--- config.mk ---
export PLATFORM = sky130hd
export DESIGN_NAME = coherence_snoop_engine
export DESIGN_NICKNAME = d
export VERILOG_FILES = /design/src/rtl/coherence_snoop_engine_pkg.sv /design/src/rtl/coherence_snoop_next_state.sv /design/src/rtl/coherence_snoop_engine.sv
export SDC_FILE = /design/constraint.sdc
export NUM_CORES = 1
export LEC_CHECK = 0
export ABC_CLOCK_PERIOD_IN_PS = 3800
export CORE_MARGIN = 2
export CORE_UTILIZATION = 45
export CTS_BUF_LIST = sky130_fd_sc_hd__clkbuf_8
export DETAILED_ROUTE_END_ITERATION = 16
export HOLD_SLACK_MARGIN = 0.08
export PLACE_DENSITY = 0.92
export REMOVE_ABC_BUFFERS = 1
export SLEW_MARGIN = 20
export SYNTH_ARGS = -nofsm -noshare
export SYNTH_HDL_FRONTEND = slang
export SYNTH_SLANG_ARGS = --single-unit
--- constraint.sdc ---
create_clock -name clock -period 3.8 [get_ports clock]
set_clock_uncertainty 0.15 [all_clocks]
set_input_delay 0.95 -clock clock [delete_from_list [all_inputs] [get_ports clock]]
set_output_delay 0.95 -clock clock [all_outputs]
set_load 0.02 [all_outputs]
--- src/rtl/coherence_snoop_engine_pkg.sv ---
// Shared definitions for the snoop-side coherence engine.
//   states   : stored line-state encoding (reused by the tag array)
//   commands : snooped bus command encoding (reused by the bus interface)
//   coherence_snoop_engine_pkg : protocol modes, FSM states and the
//                                per-mode state legality check.
package states;
   typedef enum logic [2:0] {
      INVALID   = 3'd0,
      SHARED    = 3'd1,
      EXCLUSIVE = 3'd2,
      OWNED     = 3'd3,
      MODIFIED  = 3'd4,
      FORWARD   = 3'd5
   } State;
endpackage

package commands;
   typedef enum logic [1:0] {
      NONE               = 2'd0,
      BUS_READ           = 2'd1,
      BUS_READ_EXCLUSIVE = 2'd2,
      BUS_INVALIDATE     = 2'd3
   } Command;
endpackage

package coherence_snoop_engine_pkg;
   typedef enum logic [1:0] {
      MODE_MSI    = 2'd0,
      MODE_MESI   = 2'd1,
      MODE_MOESI  = 2'd2,
      MODE_MOESIF = 2'd3
   } protocol_mode_e;

   typedef enum logic [2:0] {
      FSM_IDLE   = 3'd0,
      FSM_LOOKUP = 3'd1,
      FSM_DECIDE = 3'd2,
      FSM_SUPPLY = 3'd3,
      FSM_UPDATE = 3'd4
   } fsm_state_e;

   // A state is legal only if the active protocol actually defines it;
   // unused encodings are never legal.
   function automatic logic is_legal(states::State state, protocol_mode_e mode);
      logic ok;
      case (state)
         states::INVALID,
         states::SHARED,
         states::MODIFIED:  ok = 1'b1;
         states::EXCLUSIVE: ok = (mode != MODE_MSI);
         states::OWNED:     ok = (mode == MODE_MOESI) || (mode == MODE_MOESIF);
         states::FORWARD:   ok = (mode == MODE_MOESIF);
         default:           ok = 1'b0;
      endcase
      return ok;
   endfunction
endpackage

--- src/rtl/coherence_snoop_next_state.sv ---
// Combinational snoop-side next-state logic.
// Ports:
//   mode      in  2  protocol mode (protocol_mode_e encoding)
//   command   in  2  snooped bus command
//   state     in  3  current line state (INVALID for a miss)
//   nextState out 3  state the line takes after the snoop
//   supply    out 1  this cache must supply the line data
//   writeBack out 1  memory must capture the supplied data
//   illegal   out 1  state is not defined in this protocol mode
module coherence_snoop_next_state
   import coherence_snoop_engine_pkg::*;
(
   input  logic [1:0] mode,
   input  logic [1:0] command,
   input  logic [2:0] state,
   output logic [2:0] nextState,
   output logic       supply,
   output logic       writeBack,
   output logic       illegal
);

   protocol_mode_e   mode_e;
   commands::Command cmd_e;
   states::State     raw_state;
   states::State     eff_state;
   states::State     nxt;

   assign mode_e    = protocol_mode_e'(mode);
   assign cmd_e     = commands::Command'(command);
   assign raw_state = states::State'(state);

   always_comb begin
      illegal   = !is_legal(raw_state, mode_e);
      // An illegal stored state is handled as if the line were absent.
      eff_state = illegal ? states::INVALID : raw_state;
      nxt       = eff_state;
      supply    = 1'b0;
      writeBack = 1'b0;

      case (cmd_e)
         commands::BUS_INVALIDATE,
         commands::BUS_READ_EXCLUSIVE: nxt = states::INVALID;
         commands::BUS_READ: begin
            case (eff_state)
               states::MODIFIED:  nxt = (mode_e == MODE_MOESI || mode_e == MODE_MOESIF)
                                        ? states::OWNED : states::SHARED;
               states::EXCLUSIVE,
               states::FORWARD:   nxt = states::SHARED;
               default:           nxt = eff_state;
            endcase
         end
         default: nxt = eff_state;
      endcase

      if ((cmd_e == commands::BUS_READ) || (cmd_e == commands::BUS_READ_EXCLUSIVE)) begin
         supply = (eff_state == states::MODIFIED) || (eff_state == states::OWNED) ||
                  (eff_state == states::EXCLUSIVE) || (eff_state == states::FORWARD);
      end

      // Without an OWNED state, dirty data leaving an M line must reach memory.
      writeBack = supply && (eff_state == states::MODIFIED) &&
                  (mode_e == MODE_MSI || mode_e == MODE_MESI);

      nextState = nxt;
   end

endmodule

--- src/rtl/coherence_snoop_engine.sv ---
// Registered snoop-side coherence controller for one snoopy cache.
// Accepts one bus command at a time, looks the line up in the tag array,
// computes the new state for the configured protocol, runs the data-supply
// handshake (with timeout) and writes the new state back.
// Ports:
//   clock, reset            clock; synchronous active-low reset
//   snoopValid/snoopReady   command handshake (ready only when idle)
//   snoopCommand, snoopTag  command and snooped line
//   lookupTag               tag-array read address (driven in LOOKUP)
//   lookupHit, lookupState  tag-array response, sampled one cycle later
//   cpuBusy, cpuBusyTag     CPU-side transaction in flight on that line
//   sharedOut, ownedOut     snoop response lines
//   supplyRequest           this cache supplies the data
//   supplyWriteBack         memory captures the supplied data too
//   supplyDone              bus completed the transfer
//   updateEnable/Tag/State  one-cycle state write-back
//   snoopDone               one-cycle completion pulse
//   illegalState            sticky: stored state illegal for PROTOCOL
//   timeoutError            sticky: supply did not complete in time
module coherence_snoop_engine
   import coherence_snoop_engine_pkg::*;
#(
   parameter int PROTOCOL       = 3,
   parameter int TAG_WIDTH      = 16,
   parameter int STATE_WIDTH    = 3,
   parameter int SUPPLY_TIMEOUT = 64
) (
   input  logic                   clock,
   input  logic                   reset,
   input  logic                   snoopValid,
   output logic                   snoopReady,
   input  logic [1:0]             snoopCommand,
   input  logic [TAG_WIDTH-1:0]   snoopTag,
   output logic [TAG_WIDTH-1:0]   lookupTag,
   input  logic                   lookupHit,
   input  logic [STATE_WIDTH-1:0] lookupState,
   input  logic                   cpuBusy,
   input  logic [TAG_WIDTH-1:0]   cpuBusyTag,
   output logic                   sharedOut,
   output logic                   ownedOut,
   output logic                   supplyRequest,
   output logic                   supplyWriteBack,
   input  logic                   supplyDone,
   output logic                   updateEnable,
   output logic [TAG_WIDTH-1:0]   updateTag,
   output logic [STATE_WIDTH-1:0] updateState,
   output logic                   snoopDone,
   output logic                   illegalState,
   output logic                   timeoutError
);

   localparam int         CNT_W = $clog2(SUPPLY_TIMEOUT) + 1;
   localparam logic [1:0] MODE  = 2'(PROTOCOL);

   fsm_state_e           state_q, state_d;
   logic [CNT_W-1:0]     cnt_q;
   logic                 do_update_q;
   logic                 shared_q, owned_q;
   logic                 illegal_q, timeout_q;

   logic [TAG_WIDTH-1:0] tag_q;
   logic [1:0]           cmd_q;
   logic [2:0]           next_q;
   logic                 wb_q;

   logic [2:0]           looked_state;
   logic [2:0]           ns_next;
   logic                 ns_supply, ns_wb, ns_illegal;
   logic                 conflict;
   logic                 cnt_expired;

   // A miss is presented to the next-state logic as INVALID.
   assign looked_state = lookupHit ? 3'(lookupState) : 3'(states::INVALID);
   assign conflict     = cpuBusy && (cpuBusyTag == tag_q);
   assign cnt_expired  = (cnt_q == CNT_W'(SUPPLY_TIMEOUT - 1));

   coherence_snoop_next_state u_next_state (
      .mode      (MODE),
      .command   (cmd_q),
      .state     (looked_state),
      .nextState (ns_next),
      .supply    (ns_supply),
      .writeBack (ns_wb),
      .illegal   (ns_illegal)
   );

   always_comb begin
      state_d = state_q;
      case (state_q)
         FSM_IDLE: begin
            if (snoopValid) begin
               // NONE needs neither lookup nor update: go straight to completion.
               state_d = (snoopCommand == 2'(commands::NONE)) ? FSM_UPDATE : FSM_LOOKUP;
            end
         end
         FSM_LOOKUP: if (!conflict) state_d = FSM_DECIDE;
         FSM_DECIDE: state_d = ns_supply ? FSM_SUPPLY : FSM_UPDATE;
         FSM_SUPPLY: if (supplyDone || cnt_expired) state_d = FSM_UPDATE;
         FSM_UPDATE: state_d = FSM_IDLE;
         default:    state_d = FSM_IDLE;
      endcase
   end

   // Control state: FSM, supply counter, response flags and sticky errors.
   always_ff @(posedge clock) begin
      if (!reset) begin
         state_q     <= FSM_IDLE;
         cnt_q       <= '0;
         do_update_q <= 1'b0;
         shared_q    <= 1'b0;
         owned_q     <= 1'b0;
         illegal_q   <= 1'b0;
         timeout_q   <= 1'b0;
      end else begin
         state_q <= state_d;
         case (state_q)
            FSM_IDLE: begin
               if (snoopValid) begin
                  do_update_q <= 1'b0;
                  shared_q    <= 1'b0;
                  owned_q     <= 1'b0;
               end
            end
            FSM_DECIDE: begin
               do_update_q <= lookupHit && !ns_illegal;
               shared_q    <= lookupHit && !ns_illegal && (looked_state != 3'(states::INVALID));
               owned_q     <= lookupHit && !ns_illegal && (looked_state == 3'(states::OWNED));
               cnt_q       <= '0;
               if (ns_illegal) illegal_q <= 1'b1;
            end
            FSM_SUPPLY: begin
               cnt_q <= cnt_q + 1'b1;
               // supplyDone in the final cycle still counts as a completed supply.
               if (cnt_expired && !supplyDone) timeout_q <= 1'b1;
            end
            default: ;
         endcase
      end
   end

   // Transaction data: only meaningful while the FSM is away from IDLE.
   always_ff @(posedge clock) begin
      if (state_q == FSM_IDLE && snoopValid) begin
         tag_q <= snoopTag;
         cmd_q <= snoopCommand;
      end
      if (state_q == FSM_DECIDE) begin
         next_q <= ns_next;
         wb_q   <= ns_wb;
      end
   end

   assign snoopReady      = (state_q == FSM_IDLE);
   assign lookupTag       = (state_q == FSM_LOOKUP) ? tag_q : '0;
   assign sharedOut       = shared_q;
   assign ownedOut        = owned_q;
   assign supplyRequest   = (state_q == FSM_SUPPLY);
   assign supplyWriteBack = (state_q == FSM_SUPPLY) && wb_q;
   assign updateEnable    = (state_q == FSM_UPDATE) && do_update_q;
   assign updateTag       = updateEnable ? tag_q : '0;
   assign updateState     = updateEnable ? STATE_WIDTH'(next_q) : '0;
   assign snoopDone       = (state_q == FSM_UPDATE);
   assign illegalState    = illegal_q;
   assign timeoutError    = timeout_q;

endmodule

# Word-level counts from Yosys, hierarchy flattened
# Index checks and enable logic that the tools add are counted.
[classes]
addsub = 1
eq_ne = 21
muxes = 20
bitwise_logic = 1
n_reduce_logical = 26
[op_table]
columns = ["cell", "n"]
rows = [
  ["16-bit 2-to-1 mux", 2],
  ["3-bit 2-to-1 mux", 8],
  ["3-bit by 2-bit equality test with 1-bit output, second input constant", 6],
  ["16-bit equality test", 1],
  ["3-bit equality test, second input constant", 5],
  ["7-bit case mux with 2 select lines", 1],
  ["3-bit case mux with 2 select lines", 2],
  ["3-bit case mux with 4 select lines", 1],
  ["7-bit by 1-bit adder with 7-bit output, second input constant", 1],
  ["7-bit by 6-bit equality test with 1-bit output, second input constant", 1],
  ["1-bit logical AND", 7],
  ["3-bit by 1-bit equality test with 1-bit output, second input constant", 2],
  ["3-bit zero test", 2],
  ["1-bit case mux with 2 select lines", 3],
  ["2-bit AND reduction", 3],
  ["6-bit OR reduction", 1],
  ["1-bit logical OR", 5],
  ["2-bit equality test, second input constant", 2],
  ["2-bit != test, second input constant", 2],
  ["2-bit nonzero test", 2],
  ["2-bit OR reduction", 2],
  ["1-bit 2-to-1 mux", 3],
  ["3-bit AND reduction", 1],
  ["3-bit nonzero test", 1],
  ["other kinds (5)", 5],
]
[word_totals]
regBits = 36
in_bits = 43
output_inout_bits = 44
elab_cells = 79

# Depth between registers and ports, before layout
[logic_depth]
word_depth = 12
ltp_mapped = 6
depth_no_buf = 6

# Hierarchy
# From an unflattened synthesis, not the netlist that was laid out.
[hier_totals]
hier_cells = 224
area_unflattened_um2 = 2205.9
[by_module_without_submodules]
columns = ["mod", "n_inst", "cells_per_inst", "area_each_um2", "seq_area_each_um2"]
rows = [
  ["coherence_snoop_engine", 1, 185, 1935.6, 960.9],
  ["coherence_snoop_next_state", 1, 39, 270.3, 0.0],
]

# Least setup slack after synthesis
# No wires, ideal clock.
[synth_path]
path_kind = "register -> output"
startpoint = "register state_q[2]"
endpoint = "output updateState[0]"
arrival_ns = 1.359
t_required_ns = 2.700
path_slack_ns = 1.341
stages_incl_launch_ff = 4
n_path_buf = 1
cell_sequence = "dfxtp_1 -> nor3b_1 -> clkbuf_1 -> and3_1"
[synth_via]
elab_chain_len = 3
[synth_lines]
columns = ["element", "line", "text"]
rows = [
  ["start, declared", "coherence_snoop_engine.sv:55", "fsm_state_e state_q, state_d;"],
  ["start signal, assigned", "coherence_snoop_engine.sv:115", "state_q <= state_d;"],
  ["3-bit equality test", "n/a", ""],
  ["named net snoopDone", "coherence_snoop_engine.sv:47", "output logic snoopDone,"],
  ["1-bit logical AND", "coherence_snoop_engine.sv:159", "assign updateEnable = (state_q == FSM_UPDATE) && do_update_q;"],
  ["3-bit 2-to-1 mux", "coherence_snoop_engine.sv:161", "assign updateState = updateEnable ? STATE_WIDTH'(next_q) : '0;"],
  ["end, declared", "coherence_snoop_engine.sv:46", "output logic [STATE_WIDTH-1:0] updateState,"],
]
# The timed path passes the listed nets, and every way through them passes these cells.

# Final worst setup path
[layout_path]
startpoint = "register state_q[0]"
endpoint = "output updateTag[6]"
[layout_via]
elab_chain_len = 3
[layout_lines]
columns = ["element", "line", "text"]
rows = [
  ["3-bit equality test", "coherence_snoop_engine.sv:159", ""],
  ["1-bit logical AND", "coherence_snoop_engine.sv:159", ""],
  ["16-bit 2-to-1 mux", "coherence_snoop_engine.sv:160", "assign updateTag = updateEnable ? tag_q : '0;"],
  ["end, declared", "coherence_snoop_engine.sv:45", "output logic [TAG_WIDTH-1:0] updateTag,"],
]
# Every way passes these cells.

==> run metrics <==
leak pwr=1.14 nW; chip height=70.3 microns; #FFs+latches synth=36; Final nets=329; clk buf depth=2; starting DRC count in detailed routing=51; CTS clk-pin slew, worst paths=70 ps; final hold vios=0; TritonRoute pass-1 iters=4; Post-Synthesis Cell Area=1980 sq um; CP required=2700 ps; first-pass GRT wire length=7940 microns; vias=1809; VDD IR max=205 uV; final setup TNS=0 ps; WS Path Type=reg2out; R2R setup slack=1550 ps; total CTS buffers=5; cell row count=24; Sw Pwr=0.255 mW; hold slack=331 ps; Sequential Power Share=49.5%; Skew-Pair Late Insertion Delay=280 ps; Ys Warns=0; Final min period=3400 ps; Area contributors post-synth=edfxtp_1, dfxtp_1, and2_1; CP Max Fanout=16; Final Util=68.8%; final slew viol count=0; sequential fraction of the synthesis area=47.0%; Vias/cell=5.38; DIE AREA=4950 sq um; GRT Residual Overflow=0; htree depth=2; Placed Cells=328; max_cap viols=0; switching share of power=26.7%; initial core utilization=46.1%; pin count of the biggest net entering global routing=22; Hold WC Path Type=reg2reg; TritonCTS clock tree=done; period utilization=89.5%; Top Ports=87; antenna-violating nets left=0; most common cell after layout, fill and taps aside=clkdlybuf4s50_1; CTS resizes=0; Root Driver=clkbuf_8; RSZ-0062 raised after global routing=false; dpl hpwl=3800 microns; initial antenna violation count=0; startpoint types=register; worst-path cell chain=nor3b_2, buf_4, and3_1, clkdlybuf4s50_1; number of global-route vias before repair=1677; slew at the pin with the worst max-slew slack=830 ps; status=finished, final reports clean; CTS Hold Bufs=0; Arrival @ worst endpoint=2300 ps; CORE AREA=4290 sq um; Comb power frac=22.3%; synthesis-to-layout area growth=49.2%; Cell Count, Final, Fillers Out=336; relative slew slack=44.7%; layout cells sized above 1=3.87%; CP endpoint kind=output port; syn avg cell area=9.85 sq um; Global Route Usage Sum=20.7%; Cell variety after synth=46; fraction of registers with async set/reset=0%; Clk pwr share=28.2%; most frequent cells in the layout=clkdlybuf4s50_1, and2_1, edfxtp_1, and3_1; Post-synth EDFFs=21; Main synth FF type=edfxtp_1; Max stage delay cell, worst path=clkdlybuf4s50_1; Die W=70.3 microns; Layout Cell Area excl Fill=2960 sq um; PwrDens=323 nW/um^2; Fmax=0.294 GHz; Cells after Synth=201; global placer's final weighted congestion=0.895; Post-Route WL=4980 microns; DRC viols=0; clock sink count=36; placed inst area=2870 sq um; area leader, netlist=edfxtp_1; IO buf count=85; slowest stage delay, CP=600 ps; share of the synthesized area in the top cell type=31.8%; wire per inst=14.8 microns; setup bufs post-CTS=0; diodes inserted=0; Final setup viols=0; Int Power=0.700 mW
-- path summary, 6_finish.rpt --
path | from | end | cells after the start
setup / recovery | state_q[0] | updateTag[6] | 4
setup reg to reg | state_q[0] | tag_q[12] | 3
hold / removal | ownedOut | ownedOut | 2
hold reg to reg | ownedOut | ownedOut | 2
-- worst max-delay path, delay by kind of cell, from the launching register on --
kind	cells	cell delay (ps)
buffers and inverters	2	860
and+or+nand+nor	2	700
DFF	1	470
-- cell type report --
cell class	count	area, sq um
repair buffers	87	866
clock buffers	6	82.6
flip-flops and latches	36	931
inverters	4	15.0
clock inverters	2	7.51
multi-input cells	149	988
fillers	358	1340
well taps	52	65.1
-- power by group through the flow --
stage	sequential [mW]	combinational [mW]	clock (mW)
after floorplan	0.472	0.104	0
after global placement	0.478	0.208	0
after detailed placement	0.480	0.214	0
after CTS	0.472	0.215	0.277
after global routing	0.475	0.231	0.292
final	0.472	0.213	0.269
-- synthesized netlist by cell type, drive strengths merged, types with 2 or more instances --
cell type / instances
nor3: 5
and3: 19
inv: 4
nand2b: 2
buf: 3
and2: 23
a21oi: 2
a21boi: 9
dfxtp: 15
nor3b: 4
nor2: 6
xor2: 12
nor4: 4
nand3: 6
xnor2: 5
clkbuf: 9
ha: 3
edfxtp: 21
a22oi: 2
nor2b: 5
o21ai: 8
nand2: 15
-- metal layers --
layer  vias to the layer above  part of all wire, %  GRT usage [%]
met5                         -                    0              0
met4                         0                  1.5           7.91
met3                         7                  7.6           5.19
met2                        87                   49           35.5
met1                       835                   42           24.9
li1                        880                    -              -
-- kinds of logic after synthesis --
kind of cell             after synthesis  synth area share (%)
AO/OA/AOI/OAI                         31                  11.1
XOR/XNOR                              17                  7.52
adder cells (fa/ha/maj)                3                  1.90
buffers and inverters                 16                  3.35
flip-flops                            36                  47.0
other                                  1                 0.189
AND/OR/NAND/NOR                       97                  28.9
-- flip-flops by register name, indices dropped and copies added, names as in the netlist --
signal        flops
cmd_q             2
cnt_q             7
do_update_q       1
illegalState      1
next_q            3
ownedOut          1
sharedOut         1
state_q           3
tag_q            16
timeoutError      1
-- stage by stage --
step | total power [mW] | setup WS, ps
global placement | 0.685 | 753
detailed placement | 0.694 | 737
finish | 0.955 | 398
CTS | 0.963 | 418
global route | 0.997 | 240
floorplan | 0.575 | 644
Power figures use the tool's default switching activity.
